<file path="src/rtl/div_arbiter_if.sv">
// Requester and divider bus bundle for div_arbiter.
//   slave  : arbiter view (takes requests and divider results, drives grants,
//            divider start and responses)
//   master : environment view (requesters plus the shared divider)
interface div_arbiter_if #(
  parameter int unsigned WIDTH   = 64,
  parameter int unsigned NUM_REQ = 3
);
  // Requester side
  logic [NUM_REQ-1:0]            req_valid_in;
  logic [NUM_REQ-1:0]            req_ready_out;
  logic [NUM_REQ-1:0][WIDTH-1:0] req_dividend_in;
  logic [NUM_REQ-1:0][WIDTH-1:0] req_divisor_in;

  // Divider side
  logic [WIDTH-1:0]              div_dividend_out;
  logic [WIDTH-1:0]              div_divisor_out;
  logic                          div_valid_out;
  logic [WIDTH-1:0]              div_quotient_in;
  logic [WIDTH-1:0]              div_remainder_in;
  logic                          div_done_in;

  // Response side
  logic [NUM_REQ-1:0]            resp_valid_out;
  logic [WIDTH-1:0]              resp_quotient_out;
  logic [WIDTH-1:0]              resp_remainder_out;
  logic                          resp_err_out;

  modport slave (
    input  req_valid_in, req_dividend_in, req_divisor_in,
    input  div_quotient_in, div_remainder_in, div_done_in,
    output req_ready_out,
    output div_dividend_out, div_divisor_out, div_valid_out,
    output resp_valid_out, resp_quotient_out, resp_remainder_out, resp_err_out
  );

  modport master (
    output req_valid_in, req_dividend_in, req_divisor_in,
    output div_quotient_in, div_remainder_in, div_done_in,
    input  req_ready_out,
    input  div_dividend_out, div_divisor_out, div_valid_out,
    input  resp_valid_out, resp_quotient_out, resp_remainder_out, resp_err_out
  );
endinterface

</file>
<file path="src/rtl/div_arbiter.sv">
// Round-robin scheduler sharing one unsigned iterative divider among NUM_REQ
// signed requesters. Converts operands to magnitudes, issues one divide at a
// time, sign-corrects the result and returns it to the owning requester.
// Divide-by-zero and divider timeout are reported through resp_err_out.
// Ports:
//   clk_in    : clock, all state on rising edge
//   rst_n_in  : asynchronous active-low reset
//   bus       : div_arbiter_if.slave (requests, divider, responses)
module div_arbiter #(
  parameter int unsigned WIDTH   = 64,
  parameter int unsigned NUM_REQ = 3,
  parameter int unsigned TIMEOUT = 80
) (
  input  logic         clk_in,
  input  logic         rst_n_in,
  div_arbiter_if.slave bus
);

  localparam int unsigned IDX_W    = (NUM_REQ > 1) ? $clog2(NUM_REQ) : 1;
  localparam int unsigned TMR_W    = (TIMEOUT > 1) ? $clog2(TIMEOUT) : 1;
  localparam int unsigned LAST_IDX = NUM_REQ - 1;

  typedef enum logic [1:0] {ST_IDLE, ST_ISSUE, ST_WAIT, ST_RESP} state_t;

  state_t             state_q, state_d;
  logic [IDX_W-1:0]   last_grant_q, last_grant_d;
  logic [IDX_W-1:0]   owner_q, owner_d;
  logic               neg_q_q, neg_q_d;
  logic               neg_r_q, neg_r_d;
  logic [TMR_W-1:0]   timer_q, timer_d;
  logic               div_valid_q, div_valid_d;
  logic [WIDTH-1:0]   div_dividend_q, div_dividend_d;
  logic [WIDTH-1:0]   div_divisor_q, div_divisor_d;
  logic [NUM_REQ-1:0] resp_valid_q, resp_valid_d;
  logic [WIDTH-1:0]   resp_quotient_q, resp_quotient_d;
  logic [WIDTH-1:0]   resp_remainder_q, resp_remainder_d;
  logic               resp_err_q, resp_err_d;

  logic               winner_found_c;
  logic [IDX_W-1:0]   winner_c;
  logic [IDX_W-1:0]   cand_c;
  logic [NUM_REQ-1:0] grant_oh_c;
  logic [NUM_REQ-1:0] owner_oh_c;
  logic               accept_c;
  logic [WIDTH-1:0]   sel_dividend_c;
  logic [WIDTH-1:0]   sel_divisor_c;
  logic [WIDTH-1:0]   mag_dividend_c;
  logic [WIDTH-1:0]   mag_divisor_c;

  // Round-robin search starting just after the last granted requester
  always_comb begin
    winner_found_c = 1'b0;
    winner_c       = '0;
    cand_c         = last_grant_q;
    for (int i = 0; i < int'(NUM_REQ); i++) begin
      cand_c = (cand_c == IDX_W'(LAST_IDX)) ? '0 : cand_c + 1'b1;
      if (!winner_found_c && bus.req_valid_in[cand_c]) begin
        winner_found_c = 1'b1;
        winner_c       = cand_c;
      end
    end
  end

  assign grant_oh_c = NUM_REQ'(1) << winner_c;
  assign owner_oh_c = NUM_REQ'(1) << owner_q;
  assign accept_c   = (state_q == ST_IDLE) && winner_found_c;

  // Ready is the only combinational output: it must answer in the IDLE cycle
  assign bus.req_ready_out = accept_c ? grant_oh_c : '0;

  // Winner operands and their magnitudes; 2^(WIDTH-1) maps onto itself
  assign sel_dividend_c = bus.req_dividend_in[winner_c];
  assign sel_divisor_c  = bus.req_divisor_in[winner_c];
  assign mag_dividend_c = sel_dividend_c[WIDTH-1] ? -sel_dividend_c : sel_dividend_c;
  assign mag_divisor_c  = sel_divisor_c[WIDTH-1]  ? -sel_divisor_c  : sel_divisor_c;

  // Next-state and next-output logic
  always_comb begin
    state_d          = state_q;
    last_grant_d     = last_grant_q;
    owner_d          = owner_q;
    neg_q_d          = neg_q_q;
    neg_r_d          = neg_r_q;
    timer_d          = timer_q;
    div_valid_d      = 1'b0;
    div_dividend_d   = div_dividend_q;
    div_divisor_d    = div_divisor_q;
    resp_valid_d     = '0;
    resp_quotient_d  = resp_quotient_q;
    resp_remainder_d = resp_remainder_q;
    resp_err_d       = resp_err_q;

    unique case (state_q)
      ST_IDLE: begin
        if (accept_c) begin
          owner_d      = winner_c;
          last_grant_d = winner_c;
          neg_q_d      = sel_dividend_c[WIDTH-1] ^ sel_divisor_c[WIDTH-1];
          neg_r_d      = sel_dividend_c[WIDTH-1];
          if (sel_divisor_c == '0) begin
            // Divide-by-zero answers directly, divider untouched
            state_d          = ST_RESP;
            resp_valid_d     = grant_oh_c;
            resp_quotient_d  = '0;
            resp_remainder_d = sel_dividend_c;
            resp_err_d       = 1'b1;
          end else begin
            // Start pulse and operands are registered for the ISSUE cycle
            state_d        = ST_ISSUE;
            div_valid_d    = 1'b1;
            div_dividend_d = mag_dividend_c;
            div_divisor_d  = mag_divisor_c;
          end
        end
      end
      ST_ISSUE: begin
        timer_d = '0;
        state_d = ST_WAIT;
      end
      ST_WAIT: begin
        if (bus.div_done_in) begin
          state_d          = ST_RESP;
          resp_valid_d     = owner_oh_c;
          resp_quotient_d  = neg_q_q ? -bus.div_quotient_in  : bus.div_quotient_in;
          resp_remainder_d = neg_r_q ? -bus.div_remainder_in : bus.div_remainder_in;
          resp_err_d       = 1'b0;
        end else if (timer_q == TMR_W'(TIMEOUT - 1)) begin
          state_d          = ST_RESP;
          resp_valid_d     = owner_oh_c;
          resp_quotient_d  = '0;
          resp_remainder_d = '0;
          resp_err_d       = 1'b1;
        end else begin
          timer_d = timer_q + 1'b1;
        end
      end
      ST_RESP: begin
        state_d = ST_IDLE;
      end
      default: begin
        state_d = ST_IDLE;
      end
    endcase
  end

  // State and registered outputs
  always_ff @(posedge clk_in or negedge rst_n_in) begin
    if (!rst_n_in) begin
      state_q          <= ST_IDLE;
      last_grant_q     <= IDX_W'(LAST_IDX);
      owner_q          <= '0;
      neg_q_q          <= 1'b0;
      neg_r_q          <= 1'b0;
      timer_q          <= '0;
      div_valid_q      <= 1'b0;
      div_dividend_q   <= '0;
      div_divisor_q    <= '0;
      resp_valid_q     <= '0;
      resp_quotient_q  <= '0;
      resp_remainder_q <= '0;
      resp_err_q       <= 1'b0;
    end else begin
      state_q          <= state_d;
      last_grant_q     <= last_grant_d;
      owner_q          <= owner_d;
      neg_q_q          <= neg_q_d;
      neg_r_q          <= neg_r_d;
      timer_q          <= timer_d;
      div_valid_q      <= div_valid_d;
      div_dividend_q   <= div_dividend_d;
      div_divisor_q    <= div_divisor_d;
      resp_valid_q     <= resp_valid_d;
      resp_quotient_q  <= resp_quotient_d;
      resp_remainder_q <= resp_remainder_d;
      resp_err_q       <= resp_err_d;
    end
  end

  assign bus.div_valid_out      = div_valid_q;
  assign bus.div_dividend_out   = div_dividend_q;
  assign bus.div_divisor_out    = div_divisor_q;
  assign bus.resp_valid_out     = resp_valid_q;
  assign bus.resp_quotient_out  = resp_quotient_q;
  assign bus.resp_remainder_out = resp_remainder_q;
  assign bus.resp_err_out       = resp_err_q;

endmodule
</file>
<file path="src/flat_wrapper.sv">
// flat-port wrapper written by rule: the top's interface ports become plain ports
module div_arbiter_flat 
#(
  parameter int unsigned WIDTH   = 64,
  parameter int unsigned NUM_REQ = 3,
  parameter int unsigned TIMEOUT = 80
)
  (clk_in, rst_n_in, bus_req_valid_in, bus_req_dividend_in, bus_req_divisor_in, bus_div_quotient_in, bus_div_remainder_in, bus_div_done_in, bus_req_ready_out, bus_div_dividend_out, bus_div_divisor_out, bus_div_valid_out, bus_resp_valid_out, bus_resp_quotient_out, bus_resp_remainder_out, bus_resp_err_out);
  div_arbiter_if #(.WIDTH(WIDTH), .NUM_REQ(NUM_REQ)) bus_i ();
  input  logic clk_in;
  input  logic rst_n_in;
  input wire logic [$bits(bus_i.req_valid_in)-1:0] bus_req_valid_in;
  input wire logic [$bits(bus_i.req_dividend_in)-1:0] bus_req_dividend_in;
  input wire logic [$bits(bus_i.req_divisor_in)-1:0] bus_req_divisor_in;
  input wire logic [$bits(bus_i.div_quotient_in)-1:0] bus_div_quotient_in;
  input wire logic [$bits(bus_i.div_remainder_in)-1:0] bus_div_remainder_in;
  input wire logic [$bits(bus_i.div_done_in)-1:0] bus_div_done_in;
  output wire logic [$bits(bus_i.req_ready_out)-1:0] bus_req_ready_out;
  output wire logic [$bits(bus_i.div_dividend_out)-1:0] bus_div_dividend_out;
  output wire logic [$bits(bus_i.div_divisor_out)-1:0] bus_div_divisor_out;
  output wire logic [$bits(bus_i.div_valid_out)-1:0] bus_div_valid_out;
  output wire logic [$bits(bus_i.resp_valid_out)-1:0] bus_resp_valid_out;
  output wire logic [$bits(bus_i.resp_quotient_out)-1:0] bus_resp_quotient_out;
  output wire logic [$bits(bus_i.resp_remainder_out)-1:0] bus_resp_remainder_out;
  output wire logic [$bits(bus_i.resp_err_out)-1:0] bus_resp_err_out;
  assign bus_i.req_valid_in = bus_req_valid_in;
  assign bus_i.req_dividend_in = bus_req_dividend_in;
  assign bus_i.req_divisor_in = bus_req_divisor_in;
  assign bus_i.div_quotient_in = bus_div_quotient_in;
  assign bus_i.div_remainder_in = bus_div_remainder_in;
  assign bus_i.div_done_in = bus_div_done_in;
  assign bus_req_ready_out = bus_i.req_ready_out;
  assign bus_div_dividend_out = bus_i.div_dividend_out;
  assign bus_div_divisor_out = bus_i.div_divisor_out;
  assign bus_div_valid_out = bus_i.div_valid_out;
  assign bus_resp_valid_out = bus_i.resp_valid_out;
  assign bus_resp_quotient_out = bus_i.resp_quotient_out;
  assign bus_resp_remainder_out = bus_i.resp_remainder_out;
  assign bus_resp_err_out = bus_i.resp_err_out;
  div_arbiter #(.WIDTH(WIDTH), .NUM_REQ(NUM_REQ), .TIMEOUT(TIMEOUT)) u_core (.clk_in(clk_in), .rst_n_in(rst_n_in), .bus(bus_i));
endmodule
</file>
<file path="config.mk">
export PLATFORM = sky130hd
export DESIGN_NAME = div_arbiter_flat
export DESIGN_NICKNAME = d
export VERILOG_FILES = /design/src/rtl/div_arbiter_if.sv /design/src/rtl/div_arbiter.sv /design/src/flat_wrapper.sv
export SDC_FILE = /design/constraint.sdc
export NUM_CORES = 1
export LEC_CHECK = 0
export ABC_AREA = 1
export ABC_CLOCK_PERIOD_IN_PS = 6100
export BUFFER_PORTS_ARGS = -buffer_cell sky130_fd_sc_hd__buf_4
export CAP_MARGIN = 20
export CELL_PAD_IN_SITES_DETAIL_PLACEMENT = 0
export CELL_PAD_IN_SITES_GLOBAL_PLACEMENT = 1
export CORE_AREA = 2 2 306 308
export DETAILED_ROUTE_END_ITERATION = 8
export DIE_AREA = 0 0 308 310
export PLACE_DENSITY = 0.68
export SYNTH_ARGS = -nofsm -noshare
export SYNTH_HDL_FRONTEND = slang
export SYNTH_SLANG_ARGS = --single-unit
</file>
<file path="constraint.sdc">
create_clock -name clk_in -period 6.1 [get_ports clk_in]
set_input_delay 0.61 -clock clk_in [delete_from_list [all_inputs] [get_ports clk_in]]
set_output_delay 0.61 -clock clk_in [all_outputs]
set_load 0.01 [all_outputs]
</file>
==> out/results.ini, run 1 <==
[synthesis]
synth_ff_type = dfrtp_1
synth.distinct_cells = 53
synth-seq-area-share_pct = 30.8
ys_ff_latch = 275
synth.net_count = 4184
avgSynthCellArea_um2 = 6.10
async_flop_share_pct = 100
ys_warn_count = 0
synth_top_cell_area_share_pct = 30.7
synth_area_leaders = dfrtp_1, nand2_1, nor2_1
synth_edf_count = 0
yosys.area.top_type = dfrtp_1
synth_cells = 3658
synthesis.area_um2 = 22300

[job]
max_cap_violations = 0

[critical_path]
critPathKind = reg2reg
worstPathMaxFanout = 88
critPathRequiredTime_ns = 6.60
cp.arrival_ns = 5.77
worstRegToRegCells = 20
crit_path_start_kind = flip-flop
endpoint_kind = flip-flop

[min_path]
hold_class = in2async

[timing]
setup_viol = 0
hold_violations = 6
hold_ws_ns = -0.0385
relSlewSlack_pct = 26.6
report.final.slew_viol_count = 0
max_freq_mhz = 190
tns_ns = 0
period_needed_ns = 5.27
fin_skew_ns = 0.0167
rsz0062_at_grt = false
min_period_over_period_pct = 86.4
worst_slew_pin_slew_ns = 1.10

[finish]
layout_common_cells = nand2_1, buf_4, nor2_1
stdcell_area_um2 = 30600
layout_commonest_cell = nand2_1
layout.nets = 4892
syn2layout_area_growth_pct = 37.2
num-fill-cells = 10400
drive_gt1_share_pct = 21.8

[global_routing]
overflow = 0
antenna_found_initial = 23
grt_max_degree = 101
grt_pass1_vias = 26300
grt_pass1_wl_mm = 181
grtUsageTotal_pct = 26.0

[clock_network]
cts_tree = yes
cts_resized = 0
htreeDepth = 2
cts.clk_slew.worst_paths_ns = 0.06
cts_setup_buffers = 0
cts.path.max_buffers = 3
cts.sinks = 275
hold_buffers = 0
clock_latency_ns = 0.58
cts-buffers-inserted = 40
cts-root-buf = clkbuf_16

[place]
hpwl_mm = 106
dpl_cell_area_um2 = 29200
place_congestion = 0.929
numPortBuffers = 781

[route]
drc = 0
drt_iter0_markers = 1917
routed_via_density = 4.85
wirelength_mm = 129
wl_per_cell_um = 23.0
vias = 27200
drtPass1Iterations = 5
ant_nets = 0

[floorplanning]
die_y_um = 310
dieWidth_um = 308
floorplan.die_area_um2 = 95500
rows = 112
start_util_pct = 24.1
coreArea_um2 = 92500
io_pins = 782

[outcome]
status = finished with violations
violations = negative hold slack

[power_and_ir_drop]
ir_drop_uv = 306
leakage_nw = 15.2
p_per_area_nw_per_um2 = 632

-- final timing paths --
kind | startpoint | endpoint | slack (ns)
worst max-delay path | u_core.last_grant_q[1]$_DFFE_PN1P_ | u_core.bus.resp_quotient_out[37]$_DFFE_PN0P_ | 0.83
min in group clk_in | bus_div_quotient_in[53] | u_core.bus.resp_quotient_out[53]$_DFFE_PN0P_ | 0.33
max in group asynchronous | rst_n_in | u_core.bus.div_divisor_out[2]$_DFFE_PN0P_ | 4.95
worst max register to register | u_core.last_grant_q[1]$_DFFE_PN1P_ | u_core.bus.resp_quotient_out[37]$_DFFE_PN0P_ | 0.83
worst min register to register | u_core.bus.resp_remainder_out[54]$_DFFE_PN0P_ | u_core.bus.resp_remainder_out[54]$_DFFE_PN0P_ | 0.47
worst min-delay path | rst_n_in | u_core.bus.resp_quotient_out[53]$_DFFE_PN0P_ | -0.04
-- power breakdown --
group	leakage, nW	internal, mW	switching (mW)
clock	0.694	1.56	0.987
combinational	11.0	4.10	9.41
sequential	3.50	2.74	0.563
total	15.2	8.40	11.0
-- final cells by class --
type,instances,area (um2),area share [%]
repair buffers,819,6240,20.4
inverters,258,973,3.18
clock inverters,21,275,0.899
well taps,1197,1500,4.89
clock buffers,53,1130,3.69
multi-input cells,2972,13600,44.3
diodes,17,42.5,0.139
flip-flops and latches,275,6880,22.5
-- per-layer routing --
| layer | part of all wire (%) | vias up | GRT usage [%] |
|---|---|---|---|
| li1 | - | 13300 | - |
| met1 | 40 | 12800 | 30.1 |
| met2 | 50 | 929 | 46.4 |
| met3 | 7.5 | 160 | 6.82 |
| met4 | 3.0 | 10 | 8.27 |
| met5 | 0.054 | - | 0 |
-- cells by family after synthesis --
group                    share of synthesized area [%]
AO/OA/AOI/OAI                                     13.2
XOR/XNOR                                          3.26
adder cells (fa/ha/maj)                          0.448
buffers and inverters                             8.53
flip-flops                                        30.8
AND/OR/NAND/NOR                                   43.7
-- registers in the layout, indices dropped and copies added (netlist names) --
signal                         cells
u_core.bus.div_dividend_out       64
u_core.bus.div_divisor_out        64
u_core.bus.div_valid_out           1
u_core.bus.resp_err_out            1
u_core.bus.resp_quotient_out      64
u_core.bus.resp_remainder_out     64
u_core.bus.resp_valid_out          3
u_core.last_grant_q                1
u_core.neg_q_q                     1
u_core.neg_r_q                     1
u_core.owner_q                     2
u_core.state_q                     2
u_core.timer_q                     7
-- cell usage after synthesis (4+ instances only) --
master,instances
nor2_1,445
nand2_1,1407
nand4_1,56
nor2_2,6
nand3b_1,12
a2bb2oi_1,4
nand3_1,328
xnor2_1,16
a31oi_1,4
buf_1,12
clkbuf_1,56
ha_1,8
nand2_2,8
xor2_1,67
buf_2,39
nor2_4,13
buf_6,37
nor4_1,19
a22oi_1,18
o211ai_1,11
inv_2,7
o21ai_1,169
or2_2,13
inv_1,247
a21o_1,5
o21bai_1,8
nand3_2,5
o41ai_1,6
a21oi_2,6
a32oi_1,12
o21a_1,11
nor3_1,38
o21ai_0,130
a21oi_1,124
buf_4,9
dfrtp_1,274
-- per-stage QoR --
stage / total power, mW / cells / hold WS [ns] / setup WS, ns / util, %
6_report: 19.4 / 5612 / -0.0385 / 0.832 / 33.1
5_1_grt: 20.9 / 5607 / 0.0215 / 0.480 / 33.1
4_1_cts: 19.5 / 5595 / 0.0131 / 0.836 / 33.1
3_5_place_dp: 16.9 / 5521 / 0.464 / 0.785 / 31.6
3_3_place_gp: 16.9 / 5521 / 0.464 / 0.810 / 31.6
2_1_floorplan: 11.3 / 3658 / 0.314 / 2.58 / -
-- critical path, cell delays in order (launching register included) --
cell and delay (ns):
dfstp_2 0.62, nor2_4 0.07, nand2_1 0.14, nand2_1 0.07, o211ai_1 0.37, nand2_8 0.31
nor2_4 0.74, buf_4 0.53, nand2_1 0.13, nand2_1 0.15, nor2_1 0.06, nand2_1 0.08
nor2_1 0.05, nand2_1 0.11, nor2_1 0.06, nand3_1 0.25, nand2_4 0.25, nand2_8 0.44
buf_12 0.32, nand2_1 0.10, o21ai_1 0.11
Note: power is estimated with default switching activity, not from simulation.
==> run 2: changes to the inputs <==
--- a/config.mk
+++ b/config.mk
@@ -9,7 +9,7 @@
 export ABC_CLOCK_PERIOD_IN_PS = 6100
 export BUFFER_PORTS_ARGS = -buffer_cell sky130_fd_sc_hd__buf_4
 export CAP_MARGIN = 20
-export CELL_PAD_IN_SITES_DETAIL_PLACEMENT = 0
+export CELL_PAD_IN_SITES_DETAIL_PLACEMENT = 1
 export CELL_PAD_IN_SITES_GLOBAL_PLACEMENT = 1
 export CORE_AREA = 2 2 306 308
 export DETAILED_ROUTE_END_ITERATION = 8
==> run 2 against run 1 <==
  * The flow now finishes without violations
  * Fmax increased by 1.5%
  * Highest routed layer unchanged
  * Largest cell class unchanged
  * Via count up 1.7%
  * Core utilization fell by 0.12 points
  * Critical endpoint is now u_core.bus.resp_quotient_out[50]$_DFFE_PN0P_
  * Critical path type unchanged
  * First-iteration DRC count fell by 16%
  * Power barely moved
  * Sequential power about the same
  * Setup slack gained 0.077 ns
==> out/results.ini, run 2 (synthesis results as in run 1) <==
[job]
max_cap_violations = 0  ; unchanged

[clock_network]
cts-buffers-inserted = 39  ; -2.5%
cts.sinks = 275  ; unchanged
cts.path.max_buffers = 3  ; unchanged
cts_tree = yes
htreeDepth = 2  ; unchanged
clock_latency_ns = 0.60  ; +0.02 ns
cts_resized = 0  ; unchanged
cts.clk_slew.worst_paths_ns = 0.06  ; about the same
cts-root-buf = clkbuf_16

[timing]
period_needed_ns = 5.19  ; -0.0765 ns
tns_ns = 0  ; unchanged
postLayoutSetupSlackWorst_ns = 0.908  ; +0.0765 ns
min_period_over_period_pct = 85.1  ; -1.3 points
hold_violations = 0  ; -6
relSlewSlack_pct = 31.0  ; +4.4 points
fin_skew_ns = 0.0259  ; +0.00919 ns
worst_slew_pin_slew_ns = 1.04  ; -0.0653 ns
hold_ws_ns = 0.329  ; +0.368 ns
setup_viol = 0  ; unchanged
rsz0062_at_grt = false
max_freq_mhz = 193  ; +1.5%
report.final.slew_viol_count = 0  ; unchanged

[power_and_ir_drop]
ir_drop_uv = 301  ; -1.6%
p_per_area_nw_per_um2 = 634  ; +0.38%
leakage_nw = 15.1  ; -0.34%

[critical_path]
crit_path_start_kind = flip-flop
path_cells = nor2_4 > nand2_1 > nand2_1 > o211ai_1 > nand2_8 > nor2_4 > buf_4 > nand2_1 > nand2_1 > nor2_1 > nand2_1 > nor2_1 > nand2_1 > nor2_1 > nand3_1 > nand2_4 > nand2_8 > buf_12 > nand2_1 > o21ai_1
cp_top_family = simple AND/OR/NAND/NOR gates
crit_slowest_cell = nor2_4
rrSetupSlack_ns = 0.91  ; +0.08 ns
crit_path_max_incr_delay_ns = 0.72  ; -0.02 ns
endpoint_kind = flip-flop
cpMostUsedCell = nand2_1
cp_num_buf_inv = 2  ; unchanged
cp.arrival_ns = 5.71  ; -0.06 ns
worstPathMaxFanout = 88  ; unchanged
critPathRequiredTime_ns = 6.62  ; +0.02 ns
critPathKind = reg2reg

[route]
wl_per_cell_um = 23.8  ; +3.1%
wirelength_mm = 133  ; +3.0%
vias = 27700  ; +1.7%
drt_iter0_markers = 1613  ; -16%
drc = 0  ; unchanged
ant_nets = 0  ; unchanged
drtPass1Iterations = 5  ; unchanged
routed_via_density = 4.94  ; +1.8%

[global_routing]
grt_pass1_wl_mm = 189  ; +4.0%
grt_max_degree = 101  ; unchanged
overflow = 0  ; unchanged
antenna_found_initial = 23  ; unchanged
grtUsageTotal_pct = 26.8  ; +0.82 points
grt_pass1_vias = 28100  ; +7.1%

[floorplanning]
start_util_pct = 24.1  ; unchanged
rows = 112  ; unchanged
dieWidth_um = 308  ; unchanged
floorplan.die_area_um2 = 95500  ; unchanged
io_pins = 782  ; unchanged
die_y_um = 310  ; unchanged
coreArea_um2 = 92500  ; unchanged

[finish]
syn2layout_area_growth_pct = 36.7
final_core_util_pct = 33.0  ; -0.12 points
drive_gt1_share_pct = 21.7  ; -0.11 points
layout_common_cells = nand2_1, buf_4, nor2_1
layout_commonest_cell = nand2_1
layout.nets = 4892  ; unchanged

[place]
hpwl_mm = 110  ; +3.6%
dp_slack_ns = 0.703  ; -0.0819 ns
numPortBuffers = 781  ; unchanged
place_congestion = 0.929  ; unchanged

[min_path]
hold_class = in2reg

[outcome]
status = finished clean

==> run 2: changes by cell type in the layout (fill, tap and decap cells not counted) <==
| cell | previous run | this run |
|---|---|---|
| clkinv_4 | 1 | 2 |
| bufinv_16 | 6 | 4 |
| dlygate4sd3_1 | 0 | 1 |
| clkbuf_1 | 6 | 9 |
| clkinv_2 | 9 | 8 |
| diode_2 | 17 | 13 |
| clkbuf_16 | 41 | 39 |
| clkbuf_8 | 6 | 5 |
==> run 2: final cells by class <==
class	count	area [um2]
Clock buffer	53	1080
Antenna cell	13	32.5
Inverter	258	973
Tap cell	1197	1500
Timing Repair Buffer	820	6250
Multi-Input combinational cell	2972	13600
Clock inverter	19	219
Fill cell	12000	62000
Sequential cell	275	6880
==> run 2: tightest hold or removal path: cells and delay by family <==
family	cells	cell delay, ns
buffers and inverters	1	0.11
AOI/OAI and AO/OA	2	0.17
==> run 2: path summary, 6_finish.rpt <==
path                                                            endpoint  cells after the start                                     startpoint
min in group asynchronous   u_core.bus.resp_quotient_out[53]$_DFFE_PN0P_                      2                                       rst_n_in
hold / removal              u_core.bus.resp_quotient_out[53]$_DFFE_PN0P_                      3                        bus_div_quotient_in[53]
hold reg to reg            u_core.bus.resp_remainder_out[46]$_DFFE_PN0P_                      2  u_core.bus.resp_remainder_out[46]$_DFFE_PN0P_
setup / recovery            u_core.bus.resp_quotient_out[50]$_DFFE_PN0P_                     20             u_core.last_grant_q[1]$_DFFE_PN1P_
max in group asynchronous     u_core.bus.div_divisor_out[61]$_DFFE_PN0P_                      3                                       rst_n_in
setup reg to reg            u_core.bus.resp_quotient_out[50]$_DFFE_PN0P_                     20             u_core.last_grant_q[1]$_DFFE_PN1P_
==> run 2: routing by layer <==
layer | vias to the layer above | global-route usage [%] | part of all wire (%)
met5 | - | 0 | 0.071
li1 | 13300 | - | -
met2 | 837 | 48.4 | 50
met4 | 14 | 8.97 | 3.1
met3 | 161 | 6.83 | 7.3
met1 | 13400 | 30.6 | 39
==> run 2: stage by stage <==
step                cells  total power [mW]  instance area (um2)
floorplan            3658              11.3                22300
global placement     5521              16.9                29200
detailed placement   5521              17.0                29200
CTS                  5594              19.5                30500
global route         5605              20.9                30500
finish               5607              19.4                30500
==> run 2: what timing repair did <==
action,4_1_cts,5_1_grt
hold buffers,1,0
endpoints found under the setup margin,0,0
hold endpoints to repair,1,0
setup buffers,0,0
==> run 2: power breakdown <==
group | internal, mW | total [mW] | switching, mW
clock network | 1.42 | 2.40 | 0.988
registers | 2.74 | 3.31 | 0.571
logic | 4.10 | 13.6 | 9.55
total | 8.26 | 19.4 | 11.1
